===== src/rtl/fetch_control.sv =====
// Fetch-stage PC sequencer and F/D latch owner: steps the PC, applies execute-stage
// redirects (holding ones that arrive during a stall) and counts applied redirects.
module fetch_control #(
    parameter int          IMEM_AW  = 12,
    parameter logic [31:0] RESET_PC = 32'd0
) (
    input  logic               clock,
    input  logic               reset,
    input  logic               stall,
    input  logic               ctrl_branch,
    input  logic [31:0]        PCafterJump,
    input  logic [31:0]        q_imem,
    output logic [IMEM_AW-1:0] address_imem,
    output logic [31:0]        fd_insn,
    output logic [31:0]        fd_PC,
    output logic               fd_valid,
    output logic               flush_dx,
    output logic               redirect_pending,
    output logic [31:0]        branch_count
);

    typedef enum logic {
        RUN  = 1'b0,
        PEND = 1'b1
    } state_t;

    state_t      state_reg;
    logic [31:0] pc_reg;
    logic [31:0] fd_insn_reg;
    logic [31:0] fd_pc_reg;
    logic        fd_valid_reg;
    logic [31:0] pend_target_reg;
    logic [31:0] branch_count_reg;

    logic        redir;
    logic [31:0] tgt;
    logic [31:0] pc_inc;
    logic [31:0] count_next;

    // A fresh request in the release cycle overrides the held target.
    always_comb begin
        redir      = !stall && (ctrl_branch || (state_reg == PEND));
        tgt        = ctrl_branch ? PCafterJump : pend_target_reg;
        pc_inc     = pc_reg + 32'd1;
        count_next = (branch_count_reg == 32'hFFFF_FFFF) ? branch_count_reg
                                                         : branch_count_reg + 32'd1;
    end

    always_ff @(posedge clock) begin
        if (reset) begin
            pc_reg           <= RESET_PC;
            fd_insn_reg      <= 32'd0;
            fd_pc_reg        <= 32'd0;
            fd_valid_reg     <= 1'b0;
            pend_target_reg  <= 32'd0;
            branch_count_reg <= 32'd0;
            state_reg        <= RUN;
        end else if (redir) begin
            // fd_PC keeps its value; only the instruction is squashed to a nop.
            pc_reg           <= tgt;
            fd_insn_reg      <= 32'd0;
            fd_valid_reg     <= 1'b0;
            branch_count_reg <= count_next;
            state_reg        <= RUN;
        end else if (stall) begin
            if (ctrl_branch) begin
                pend_target_reg <= PCafterJump;
                state_reg       <= PEND;
            end
        end else begin
            pc_reg       <= pc_inc;
            fd_insn_reg  <= q_imem;
            fd_pc_reg    <= pc_inc;
            fd_valid_reg <= 1'b1;
        end
    end

    // The imem address comes only from the registered PC, never from ctrl_branch.
    assign address_imem     = pc_reg[IMEM_AW-1:0];
    assign fd_insn          = fd_insn_reg;
    assign fd_PC            = fd_pc_reg;
    assign fd_valid         = fd_valid_reg;
    assign flush_dx         = redir && !reset;
    assign redirect_pending = (state_reg == PEND);
    assign branch_count     = branch_count_reg;

endmodule


===== config.mk =====
export PLATFORM = sky130hd
export DESIGN_NAME = fetch_control
export DESIGN_NICKNAME = d
export VERILOG_FILES = /design/src/rtl/fetch_control.sv
export SDC_FILE = /design/constraint.sdc
export NUM_CORES = 1
export LEC_CHECK = 0
export ABC_AREA = 1
export BUFFER_PORTS_ARGS = -buffer_cell sky130_fd_sc_hd__buf_2
export CORE_UTILIZATION = 51
export DETAILED_ROUTE_END_ITERATION = 10
export PLACE_DENSITY = 0.76
export SLEW_MARGIN = 25
export SYNTH_ARGS = -nofsm -noshare
export SYNTH_HDL_FRONTEND = slang
export SYNTH_SLANG_ARGS = --single-unit

===== constraint.sdc =====
create_clock -name clock -period 4.4 [get_ports clock]
set_clock_uncertainty 0.15 [all_clocks]
set_input_delay 0.66 -clock clock [delete_from_list [all_inputs] [get_ports clock]]
set_output_delay 0.66 -clock clock [all_outputs]
set_load 0.03 [all_outputs]

== Word level (Yosys, flattened, before mapping) ==
Cells that the tools add are included.

* Register bits: 162
* Latch bits: 0
* Bits in writable memories: 0
* Memory bits (read-only): 0
* Bits of input ports: 68
* Logic and storage cells: 27
* Memories: 0

* $add $sub $neg: 2
* $mul: 0
* Div/mod/pow operators: 0
* Magnitude comparators: 0
* Equal/unequal tests: 2
* Shifts and indexed selects: 0
* Mux-type cells: 3
* Bitwise logic cells: 3
* Reduce and logical (&&, ||, !) cells: 10

{| class="wikitable"
|+ Operators by type and width
! kind !! number
|-
| two-way mux 32 bit || 3
|-
| adder 32 x 1 -> 32 bit (second input constant) || 2
|-
| == test 32 bit (second input constant) || 1
|-
| AND reduction 2 bit || 4
|-
| inverter 1 bit || 3
|-
| logical AND 1 bit || 2
|-
| logical NOT 1 bit || 2
|-
| != test 2 x 1 -> 1 bit (second input constant) || 1
|-
| OR reduction 2 bit || 1
|-
| logical OR 1 bit || 1
|}

== Longest topological paths before layout ==
* Depth after elaboration: 4
* Gate-level depth with buffers: 11
* Mapped depth without buffers: 10

== Worst setup path before layout ==
No wires, ideal clock.

* Kind: input port to output port
* Start point: input port ctrl_branch
* End point: output port flush_dx
* Data arrival time: 1622 ps
* Data required time: 3590 ps
* Path slack: 1968 ps
* Stages: 6
* Cells stage by stage: buf_2 > nor2_2 > nor2_2 > buf_4 > nand2_1 > inv_1

* Longest elaborated chain between the ends: 3

{| class="wikitable"
|+ RTL lines
! item !! RTL line !! text
|-
| start, declared || 10 || <nowiki>input logic ctrl_branch,</nowiki>
|-
| logical OR 1 bit || 42 || <nowiki>redir = !stall && (ctrl_branch || (state_reg == PEND));</nowiki>
|-
| logical AND 1 bit || 42 ||
|-
| logical AND 1 bit || 83 || <nowiki>assign flush_dx = redir && !reset;</nowiki>
|-
| end, declared || 17 || <nowiki>output logic flush_dx,</nowiki>
|}

No other way between the ends.

== Final worst setup path ==
* Start point: input port reset
* End point: output port flush_dx

* Longest elaborated chain between the ends: 2

{| class="wikitable"
|+ RTL lines
! item !! RTL line !! text
|-
| start, declared || 8 || <nowiki>input logic reset,</nowiki>
|-
| logical NOT 1 bit || 83 ||
|-
| logical AND 1 bit || 83 ||
|}

No other way between the ends.

==> impl_metrics.ini <==
[sta]
max_freq_ghz = 0.342
rsz0062_at_grt = no
finalCriticalPeriod_ns = 2.92
slew_headroom_pct = 31.5
hold_violations = 0
setup_viol = 0
hold_ws_ns = 0.310
slew_violations = 0
worstMarginPinSlew_ns = 1.03
fin_crit_sh_pct = 66.4
fin_setup_tns_ns = 0

[job]
max_cap_viol_count = 0

[placed_design]
portBuffers = 178
globalplace.congestion = 0.901
dp_hpwl_um = 14800

[grt]
grt_pass1_wl_um = 34000
grt_max_degree = 94
grt.overflow.total = 0
grt_pass1_vias = 7124
antenna_found_initial = 1
grtUsageTotal_pct = 26.0

[drt]
vias_per_cell = 5.05
wirelength_um = 20600
first_pass_iters = 7
drtAntennaViolNets = 0
drt-initial-drc-count = 517
met2WireLength_um = 9510
vias = 7846
drc = 0
top_layer = met4
post_drt_wl_per_cell_um = 13.3
wl_met1_um = 9630
wl_met3_um = 1220

[synth]
syn_avg_cell_area_um2 = 6.80
yosysUniqueCellTypes = 36
synth_most_common_cell = nand2_1
synthFlopType = dfxtp_1
synth-adder-area-share_pct = 0.309
muxShareOfSynthArea_pct = 0.494
synth_common_cells = nand2_1, dfxtp_1, inv_1, a21oi_1, nor2_1
synth_top_family_by_area = simple AND/OR/NAND/NOR gates
synth_edf_count = 0
synth-xor-area-share_pct = 2.70
syn_inst = 1192
synth-compound-area-share_pct = 16.7
yosys.area.top_type = dfxtp_1
synth_area_leaders = dfxtp_1, nand2_1, a21oi_1
yosysWarningCount = 0
yosysSeqAreaShare_pct = 40.0
synth-seq-cells = 162
synth_area_um2 = 8100
yosysTopAreaCellShare_pct = 40.0
synth.net_count = 1262
synth_simple_gate_area_share_pct = 29.7
synth-async-reset-ratio_pct = 0

[power_and_ir_drop]
power_density_nw_per_um2 = 350
comb_power_share_pct = 10.1
ir_drop_v = 0.000286
p_switching_mw = 0.903
clockPowerShare_pct = 43.0
leakage_nw = 4.17
p_sw_share_pct = 27.1
p_int_mw = 2.43
power_frac_seq_pct = 46.9

[cts]
path_clk_slew_ns = 0.06
clock-sinks = 162
htree_levels = 4
clock_path_buffers = 2
cts_tree = built
cts_root_buf = clkbuf_16
postCtsSetupRepairBufs = 0
clkLatencyLatePin_ns = 0.43
hold_buffers = 0
cts_buffers = 17
post_cts_resized = 0

[critical_path]
path_class = primary input to primary output
cp_top_family = buffers and inverters
crit_fanout = 19
worst-endpoint-required_ns = 3.59
cp-start-kind = primary input
cp_slowest_cell = clkinv_1
crit_arrival_ns = 2.11
crit_path_end_kind = primary output
crit_buf_inv = 4
crit_chain = buf_4 > clkinv_1 > nand2_1 > inv_1 > buf_2
cp_slowest_stage_delay_ns = 0.52

[floorplanning]
dieWidth_um = 128
die_h_um = 128
core-area_um2 = 15400
initial_core_util_pct = 52.7
rows = 45
dieArea_um2 = 16400
num_io_pins = 179

[status]
status = complete, no violations

[cells_and_area]
area_delta_synth_final_pct = 17.5
fin_nets = 1400
drive_above_1_share_pct = 20.6
nFillCells = 1471

[min_path]
hold_class = register to register
[layout by cell type, fill, tap and decap left out, types with 2 or more instances in the layout]
cell and n:
nand2_1 373, buf_2 177, dfxtp_1 162, inv_1 115, a21oi_1 113, nor2_1 109
o21ai_0 62, nand3_1 47, a22oi_1 22, nand2_2 21, a21oi_2 20, clkbuf_16 17
xor2_1 15, xnor2_1 10, nand4_1 7, buf_4 7, nor2_2 6, o21bai_1 6
nor2_4 5, o211ai_1 5, a31oi_1 5, nor3_1 4, mux2i_1 4, clkinv_2 4
inv_6 4, inv_2 3, o221ai_1 3, clkinvlp_4 3, nand2_4 2, ha_1 2
[path summary, 6_finish.rpt]
| check | from | endpoint | slack, ns | cells past startpoint |
|---|---|---|---|---|
| worst min register to register | fd_PC[0] | fd_PC[0] | 0.31 | 2 |
| worst max-delay path | reset | flush_dx | 1.48 | 5 |
| worst min-delay path | fd_PC[0] | fd_PC[0] | 0.31 | 2 |
| worst max register to register | branch_count[0] | branch_count[16] | 2.18 | 10 |
[power by group through the flow]
stage | Sequential (mW) | Combinational [mW] | Clock (mW)
CTS | 1.56 | 0.339 | 1.45
finish | 1.56 | 0.337 | 1.43
global placement | 1.59 | 0.332 | 0
detailed placement | 1.59 | 0.338 | 0
global route | 1.57 | 0.375 | 1.52
floorplan | 1.63 | 0.212 | 0
[final cells by class]
cell class	instances	area (µm²)	share of cell area [%]
Clock buffer	18	439	4.61
Antenna cell	1	2.50	0.0263
Timing Repair Buffer	184	938	9.86
Multi-Input combinational cell	845	4050	42.6
Clock inverter	14	128	1.34
Inverter	120	453	4.76
Sequential cell	162	3240	34.1
Tap cell	211	264	2.77
[cell families (layout without fill, tap and decap cells)]
group                      Yosys count  count (layout)
buffers and inverters              185             336
adders and majority gates            2               2
AOI/OAI and AO/OA                  236             236
DFF                                162             162
muxes                                4               4
xor gates and xnor gates            25              25
other                                0               1
and+or+nand+nor                    578             578
[routing by layer]
| metal | global-route usage (%) | vias up |
|---|---|---|
| li1 | - | 4075 |
| met1 | 34.1 | 3524 |
| met2 | 42.5 | 216 |
| met3 | 6.30 | 31 |
| met4 | 7.06 | 0 |
| met5 | 0 | - |
[per-stage QoR]
stage	instances	power (mW)	cell area (µm²)	utilization, %	setup slack, ns
2_1_floorplan	1192	1.84	8100	-	1.97
3_3_place_gp	1522	1.92	8950	58.2	1.54
3_5_place_dp	1522	1.93	8950	58.2	1.50
4_1_cts	1554	3.35	9520	61.9	1.50
5_1_grt	1554	3.46	9520	61.9	1.39
6_report	1555	3.33	9520	61.9	1.48
[worst min-delay path: stages (launching register included)]
cell	delay, ns
dfxtp_1	0.31
nand2_1	0.06
a21oi_1	0.05
Power figures use the tool's default switching activity.
